File: config.mk
export PLATFORM = sky130hd
export DESIGN_NAME = demux2x4_8bits
export DESIGN_NICKNAME = d
export VERILOG_FILES = /design/src/rtl/demux2x4_8bits.sv
export SDC_FILE = /design/constraint.sdc
export NUM_CORES = 1
export LEC_CHECK = 0
export CORE_ASPECT_RATIO = 2
export CORE_UTILIZATION = 42
export DETAILED_ROUTE_END_ITERATION = 10
export GPL_TIMING_DRIVEN = 0
export PLACE_DENSITY_LB_ADDON = 0.15
export SYNTH_ARGS = -nofsm -noshare
export SYNTH_HDL_FRONTEND = slang
export SYNTH_SLANG_ARGS = --single-unit
File: constraint.sdc
create_clock -name clk_2f -period 1.03 [get_ports clk_2f]
set_input_delay 0.1545 -clock clk_2f [delete_from_list [all_inputs] [get_ports clk_2f]]
set_output_delay 0.1545 -clock clk_2f [all_outputs]
set_load 0.01 [all_outputs]
File: src/rtl/demux2x4_8bits.sv
// Two-lane to four-lane deserializer: rebuilds lanes 0..3 from interleaved even/odd words
// on lanes 00 and 11, locking phase on the first valid lane 00 word after reset.
module demux2x4_8bits #(
    parameter int unsigned DW = 8
) (
    input  logic          clk_2f,
    input  logic          reset_L,
    input  logic [DW-1:0] data_00_cond,
    input  logic          valid_00_cond,
    input  logic [DW-1:0] data_11_cond,
    input  logic          valid_11_cond,
    output logic [DW-1:0] data_0,
    output logic [DW-1:0] data_1,
    output logic [DW-1:0] data_2,
    output logic [DW-1:0] data_3,
    output logic          valid_0,
    output logic          valid_1,
    output logic          valid_2,
    output logic          valid_3,
    output logic          frame_stb,
    output logic          aligned
);

    typedef enum logic [1:0] {StAlign, StRunOdd, StRunEven} state_e;

    state_e state_q, state_d;

    logic [DW-1:0] stage_data_0_q, stage_data_0_d;
    logic [DW-1:0] stage_data_2_q, stage_data_2_d;
    logic          stage_valid_0_q, stage_valid_0_d;
    logic          stage_valid_2_q, stage_valid_2_d;

    logic [DW-1:0] data_0_d, data_1_d, data_2_d, data_3_d;
    logic          valid_0_d, valid_1_d, valid_2_d, valid_3_d;
    logic          frame_stb_d, aligned_d;

    always_ff @(posedge clk_2f) begin
        if (!reset_L) begin
            state_q <= StAlign;
        end else begin
            state_q <= state_d;
        end
    end

    // Once locked the FSM alternates forever; realignment only through reset.
    always_comb begin
        state_d = state_q;
        unique case (state_q)
            StAlign:   if (valid_00_cond) state_d = StRunOdd;
            StRunOdd:  state_d = StRunEven;
            StRunEven: state_d = StRunOdd;
            default:   state_d = StAlign;
        endcase
    end

    always_comb begin
        stage_data_0_d  = stage_data_0_q;
        stage_data_2_d  = stage_data_2_q;
        stage_valid_0_d = stage_valid_0_q;
        stage_valid_2_d = stage_valid_2_q;
        data_0_d        = data_0;
        data_1_d        = data_1;
        data_2_d        = data_2;
        data_3_d        = data_3;
        valid_0_d       = valid_0;
        valid_1_d       = valid_1;
        valid_2_d       = valid_2;
        valid_3_d       = valid_3;
        frame_stb_d     = frame_stb;
        aligned_d       = aligned;
        unique case (state_q)
            StAlign: begin
                if (valid_00_cond) begin
                    stage_data_0_d  = data_00_cond;
                    stage_data_2_d  = data_11_cond;
                    stage_valid_0_d = valid_00_cond;
                    stage_valid_2_d = valid_11_cond;
                end
            end
            StRunOdd: begin
                // Odd words go straight to the outputs alongside the staged even words.
                data_0_d    = stage_data_0_q;
                data_1_d    = data_00_cond;
                data_2_d    = stage_data_2_q;
                data_3_d    = data_11_cond;
                valid_0_d   = stage_valid_0_q;
                valid_1_d   = valid_00_cond;
                valid_2_d   = stage_valid_2_q;
                valid_3_d   = valid_11_cond;
                frame_stb_d = 1'b1;
                aligned_d   = 1'b1;
            end
            StRunEven: begin
                stage_data_0_d  = data_00_cond;
                stage_data_2_d  = data_11_cond;
                stage_valid_0_d = valid_00_cond;
                stage_valid_2_d = valid_11_cond;
                frame_stb_d     = 1'b0;
            end
            default: begin
                frame_stb_d = 1'b0;
            end
        endcase
    end

    always_ff @(posedge clk_2f) begin
        if (!reset_L) begin
            stage_data_0_q  <= '0;
            stage_data_2_q  <= '0;
            stage_valid_0_q <= 1'b0;
            stage_valid_2_q <= 1'b0;
            data_0          <= '0;
            data_1          <= '0;
            data_2          <= '0;
            data_3          <= '0;
            valid_0         <= 1'b0;
            valid_1         <= 1'b0;
            valid_2         <= 1'b0;
            valid_3         <= 1'b0;
            frame_stb       <= 1'b0;
            aligned         <= 1'b0;
        end else begin
            stage_data_0_q  <= stage_data_0_d;
            stage_data_2_q  <= stage_data_2_d;
            stage_valid_0_q <= stage_valid_0_d;
            stage_valid_2_q <= stage_valid_2_d;
            data_0          <= data_0_d;
            data_1          <= data_1_d;
            data_2          <= data_2_d;
            data_3          <= data_3_d;
            valid_0         <= valid_0_d;
            valid_1         <= valid_1_d;
            valid_2         <= valid_2_d;
            valid_3         <= valid_3_d;
            frame_stb       <= frame_stb_d;
            aligned         <= aligned_d;
        end
    end

endmodule

=== Word level (Yosys, flattened, before mapping) ===
Cells that the tools add are included.

* RAM bits: 0
* Output and inout bits: 38
* Register bits after elaboration: 58
* Word-level logic and storage cells: 32
* Latch bits: 0
* Bits of input ports: 20
* Memories: 0
* Memory bits (read-only): 0

* Add/sub/neg operators: 0
* Mux-type cells: 11
* Bitwise operators: 0
* Multiply operators: 0
* Eq/ne operators: 3
* Shift operators: 0
* Reduce and logical (&&, ||, !) cells: 3
* $lt $le $gt $ge: 0
* Div/mod/pow operators: 0

{| class="wikitable"
|+ Operator list
! kind !! count
|-
| one-hot mux 8 bit (2 select lines) || 2
|-
| 2-to-1 mux 8 bit || 2
|-
| one-hot mux 1 bit (2 select lines) || 3
|-
| one-hot mux 2 bit (3 select lines) || 1
|-
| == test 2 x 1 -> 1 bit, second input constant || 1
|-
| == test 2 bit, second input constant || 1
|-
| zero test 2 bit || 1
|-
| 2-to-1 mux 1 bit || 2
|-
| 2-to-1 mux 2 bit || 1
|-
| inequality test 2 bit, second input constant || 1
|-
| AND reduction 2 bit || 1
|-
| nonzero test 2 bit || 1
|}

=== Depth between registers and ports, before layout ===
* Depth after elaboration: 3
* Mapped depth: 5
* Gate-level depth less buffers: 3

=== Worst setup path before layout ===
Ideal clock, no wire load.

* Path kind: register to register
* From: register state_q[1]
* To: register stage_data_0_q[0]
* Data arrival time: 0.893 ns
* Slack: 0.008 ns
* Cell stages (with the launch flop): 4
* Buffers on the path: 1
* Required time: 0.901 ns
* Library setup time: 0.129 ns
* Period minus slack after synthesis: 1.022 ns
* Cells stage by stage: dfxtp_1 -> o21bai_2 -> clkbuf_1 -> o21ai_0

* Longest elaborated chain between the ends: 3
* Elaborated cells between the ends (all ways): 6
* Classes of those cells: eq/ne: 2; mux: 1; reduce/logical: 3

{| class="wikitable"
|+ Ends and longest elaborated chain
! element !! RTL line !! RTL
|-
| from (decl) || 26 || <nowiki>state_e state_q, state_d;</nowiki>
|-
| from (signal assigned) || 39 || <nowiki>state_q <= StAlign;</nowiki>
|-
| from (signal assigned) || 41 || <nowiki>state_q <= state_d;</nowiki>
|-
| == test 2 bit or zero test 2 bit (tied branches) || 71 || <nowiki>unique case (state_q)</nowiki>
|-
| nonzero test 2 bit (no line) or inequality test 2 bit (tied branches) || -- ||
|-
| AND reduction 2 bit (no line) || -- ||
|-
| to (signal assigned) || 123 || <nowiki>stage_data_0_q <= stage_data_0_d;</nowiki>
|-
| to (decl) || 28 || <nowiki>logic [DW-1:0] stage_data_0_q, stage_data_0_d;</nowiki>
|}

Several ways; a longest one is shown, not always the timed one.
A chain may end at the register's enable or synchronous reset.

=== Final worst setup path ===
* From: register state_q[1]
* To: register data_0[5]

* Longest elaborated chain between the ends: 1

{| class="wikitable"
|+ Ends and longest elaborated chain
! element !! RTL line !! RTL
|-
| == test 2 x 1 -> 1 bit || 71 ||
|-
| to (signal assigned) || 127 || <nowiki>data_0 <= data_0_d;</nowiki>
|-
| to (decl) || 12 || <nowiki>output logic [DW-1:0] data_0,</nowiki>
|}

Every way passes these cells.

==> flow_summary.ini <==
[run_status]
status = finished with violations
violations = setup timing

[placed_design]
place.gp.congestion = 0.751
dp_hpwl_mm = 3.28
dpl.cell_count = 361
port_buffers = 56

[finish]
final_layout_size_suffix_gt1_frac = 0.546
area_delta_synth_final_pct = 62.4
fin_nets = 352
diodes = 0
stdcell_count = 392

[synth]
yosys.cell_types.count = 14
synth_fp_nets = 270
synth_top_flop_cell = dfxtp_1
syn_inst = 250
synth_warnings = 0
synthDominantCellAreaShare = 0.574
ys_seq_elements = 58
synth_edf_count = 0
synth.most_common_cell = nand2_1
ys_async_sr_fraction = 0
netlist_area_um2 = 2020
synth_largest_area_cell = dfxtp_1
syn_avg_cell_area_um2 = 8.09
yosysSeqAreaShare = 0.574
synth_area_leaders = dfxtp_1, nand2_1, a21oi_1, o21ai_0, nand3_1
synth_common_cells = nand2_1, dfxtp_1, a21oi_1, o21ai_0, nand3_1

[floorplanning]
dieArea_um2 = 5110
core-area_um2 = 4600
fp.dieH_um = 100
design.portCount = 58
rows = 35
start_util = 0.440
die_x_um = 51.1

[worst_setup_path]
cp_num_buf_inv = 2
critPathMaxStageDelay_ns = 0.37
critPathCaptureType = flip-flop
slowest_stage = dfxtp_4
reg2reg_from = state_q[1]$_SDFFE_PN0P_
critPathTopFamily = flip-flops
cp_max_fo = 8
cp.required_ns = 1.23
startpoint = state_q[1]$_SDFFE_PN0P_
cp_cell_sequence = nand2b_4, buf_12, clkbuf_16, nand2_1, a21oi_2
critPathLaunchType = flip-flop
cp.arrival_ns = 1.34
worstSetupPathType = reg -> reg

[clocking]
h-tree-depth = 3
clk_pin_slew_worst_paths_ns = 0.07
cts_root_buf = clkbuf_8
cts_made_buffers = 9
cts_hold_buf = 0
clock_path_buffers = 2
cts_tree = yes
clock-sinks = 58
clkLatencyLatePin_ns = 0.34

[global_route]
grt_max_degree = 12
grt_pass1_wl_mm = 8.61
grt_pass1_vias = 1897
track_usage = 0.230
antenna_found_initial = 0
grt.overflow.total = 0

[power_and_ir_drop]
comb_power_share = 0.165
p_seq_frac = 0.480
p_leak_nw = 1.33
power.switching_w = 0.00146
p_clk_frac = 0.355
ir_worst_vdd_v = 0.00155
sw_frac_of_total = 0.286
p_int_w = 0.00365
p_per_area_nw_per_um2 = 1560

[detailed_routing]
vias = 2011
drt-initial-drc-count = 39
ant_nets = 0
drc = 0
dr.pass1.iters = 4
wire_per_inst_um = 15.8
vias_per_cell = 5.13
routed_wl_mm = 6.18

[sta]
hold_viol = 0
max_freq_mhz = 874
relSlewSlack = 0.523
slew_violations = 0
min_period_ns = 1.14
tightest_slew_ns = 0.716
setup-violations-final = 52
post-route-period-util = 1.11
fin_skew_ns = 0.00543
setup_ws_ns = -0.114
holdWs_ns = 0.138
rsz0062_at_grt = yes

[hold_path]
min_from = reset_L
hp-class = in -> reg

[job]
cap_viol_max_count = 0
[cell type report]
cell class / instances / area [um^2]
clock inverters: 7 / 46.3
multi-input cells: 171 / 1040
flip-flops and latches: 58 / 1200
fillers: 363 / 1320
inverters: 2 / 7.51
clock buffers: 9 / 124
repair buffers: 71 / 604
plain buffers: 19 / 195
well taps: 55 / 68.8
[repair_timing]
item                                    4_1_cts  5_1_grt
endpoints found under the setup margin       87       56
resized for setup                           218       97
gates cloned                                  4        5
pin swaps                                    17       34
setup buffers                                 6        0
[through the flow]
stage | utilization | setup TNS (ns) | cell area [um^2] | setup slack [ns] | power [W]
final | 0.714 | -2.62 | 3280 | -0.114 | 0.00511
after global routing | 0.714 | -5.01 | 3280 | -0.145 | 0.00530
after CTS | 0.635 | -0.728 | 2920 | -0.0498 | 0.00492
after detailed placement | 0.577 | -14.02 | 2650 | -0.626 | 0.00304
after global placement | 0.577 | -12.88 | 2650 | -0.624 | 0.00303
after floorplan | - | 0 | 2020 | 0.00805 | 0.00275
[worst paths after layout]
path / endpoint / slack [ns] / cells past startpoint
min reg2reg: data_0[3]$_SDFFE_PN0P_ / 0.45 / 2
max: data_0[5]$_SDFFE_PN0P_ / -0.11 / 5
min: stage_data_2_q[7]$_SDFFE_PN0P_ / 0.14 / 3
max reg2reg: data_0[5]$_SDFFE_PN0P_ / -0.11 / 5
[kinds of logic (layout without fill, tap and decap cells)]
family          count (synthesis)  count (layout)  synth area share
flops                          58              58             0.574
buf+inv                        21             108            0.0557
simple gates                  115             115             0.228
compound gates                 56              56             0.142
[cell usage in the layout, fill, tap and decap left out]
cell / count
nand2_1: 53
buf_2: 40
dfxtp_1: 33
nand2_2: 31
a21oi_2: 25
dfxtp_2: 23
clkdlybuf4s50_1: 18
o21ai_1: 13
a21oi_1: 12
nand3_2: 9
clkbuf_8: 9
nand3_1: 8
buf_8: 7
clkbuf_1: 7
buf_6: 6
nand2_4: 5
buf_4: 4
buf_12: 3
o21ai_0: 3
nor2_2: 3
clkinvlp_4: 3
clkinv_2: 3
clkbuf_16: 3
inv_1: 2
o21ai_2: 2
nor2_1: 2
buf_16: 2
dfxtp_4: 2
nor2b_4: 1
nand2b_4: 1
o21bai_4: 1
nor3_1: 1
nand2b_1: 1
clkinv_4: 1
[power by group through the flow]
stage / clock [W] / combinational (W) / sequential, W
4_1_cts: 0.00183 / 0.000662 / 0.00243
3_3_place_gp: 0 / 0.000558 / 0.00247
2_1_floorplan: 0 / 0.000254 / 0.00249
5_1_grt: 0.00194 / 0.000901 / 0.00247
6_report: 0.00181 / 0.000845 / 0.00245
3_5_place_dp: 0 / 0.000563 / 0.00247
[sequential cells by signal, summed over array words and instances (netlist names), 2 cells and up]
name	count
stage_data_0_q	8
data_3	8
data_0	8
stage_data_2_q	8
data_1	8
data_2	8
state_q	2
[tightest hold or removal path: cells and delay by family]
family	cells	cell delay [ns]
buf+inv	1	0.15
simple gates	1	0.08
compound gates	1	0.06
[routing by layer]
layer	part of all wire	routed length (um)	global-route usage
met1	0.38	2330	0.237
met2	0.56	3450	0.391
met3	0.039	239	0.0727
met4	0.026	163	0.139
met5	0	0	0
Note: power is estimated with default switching activity, not from simulation.
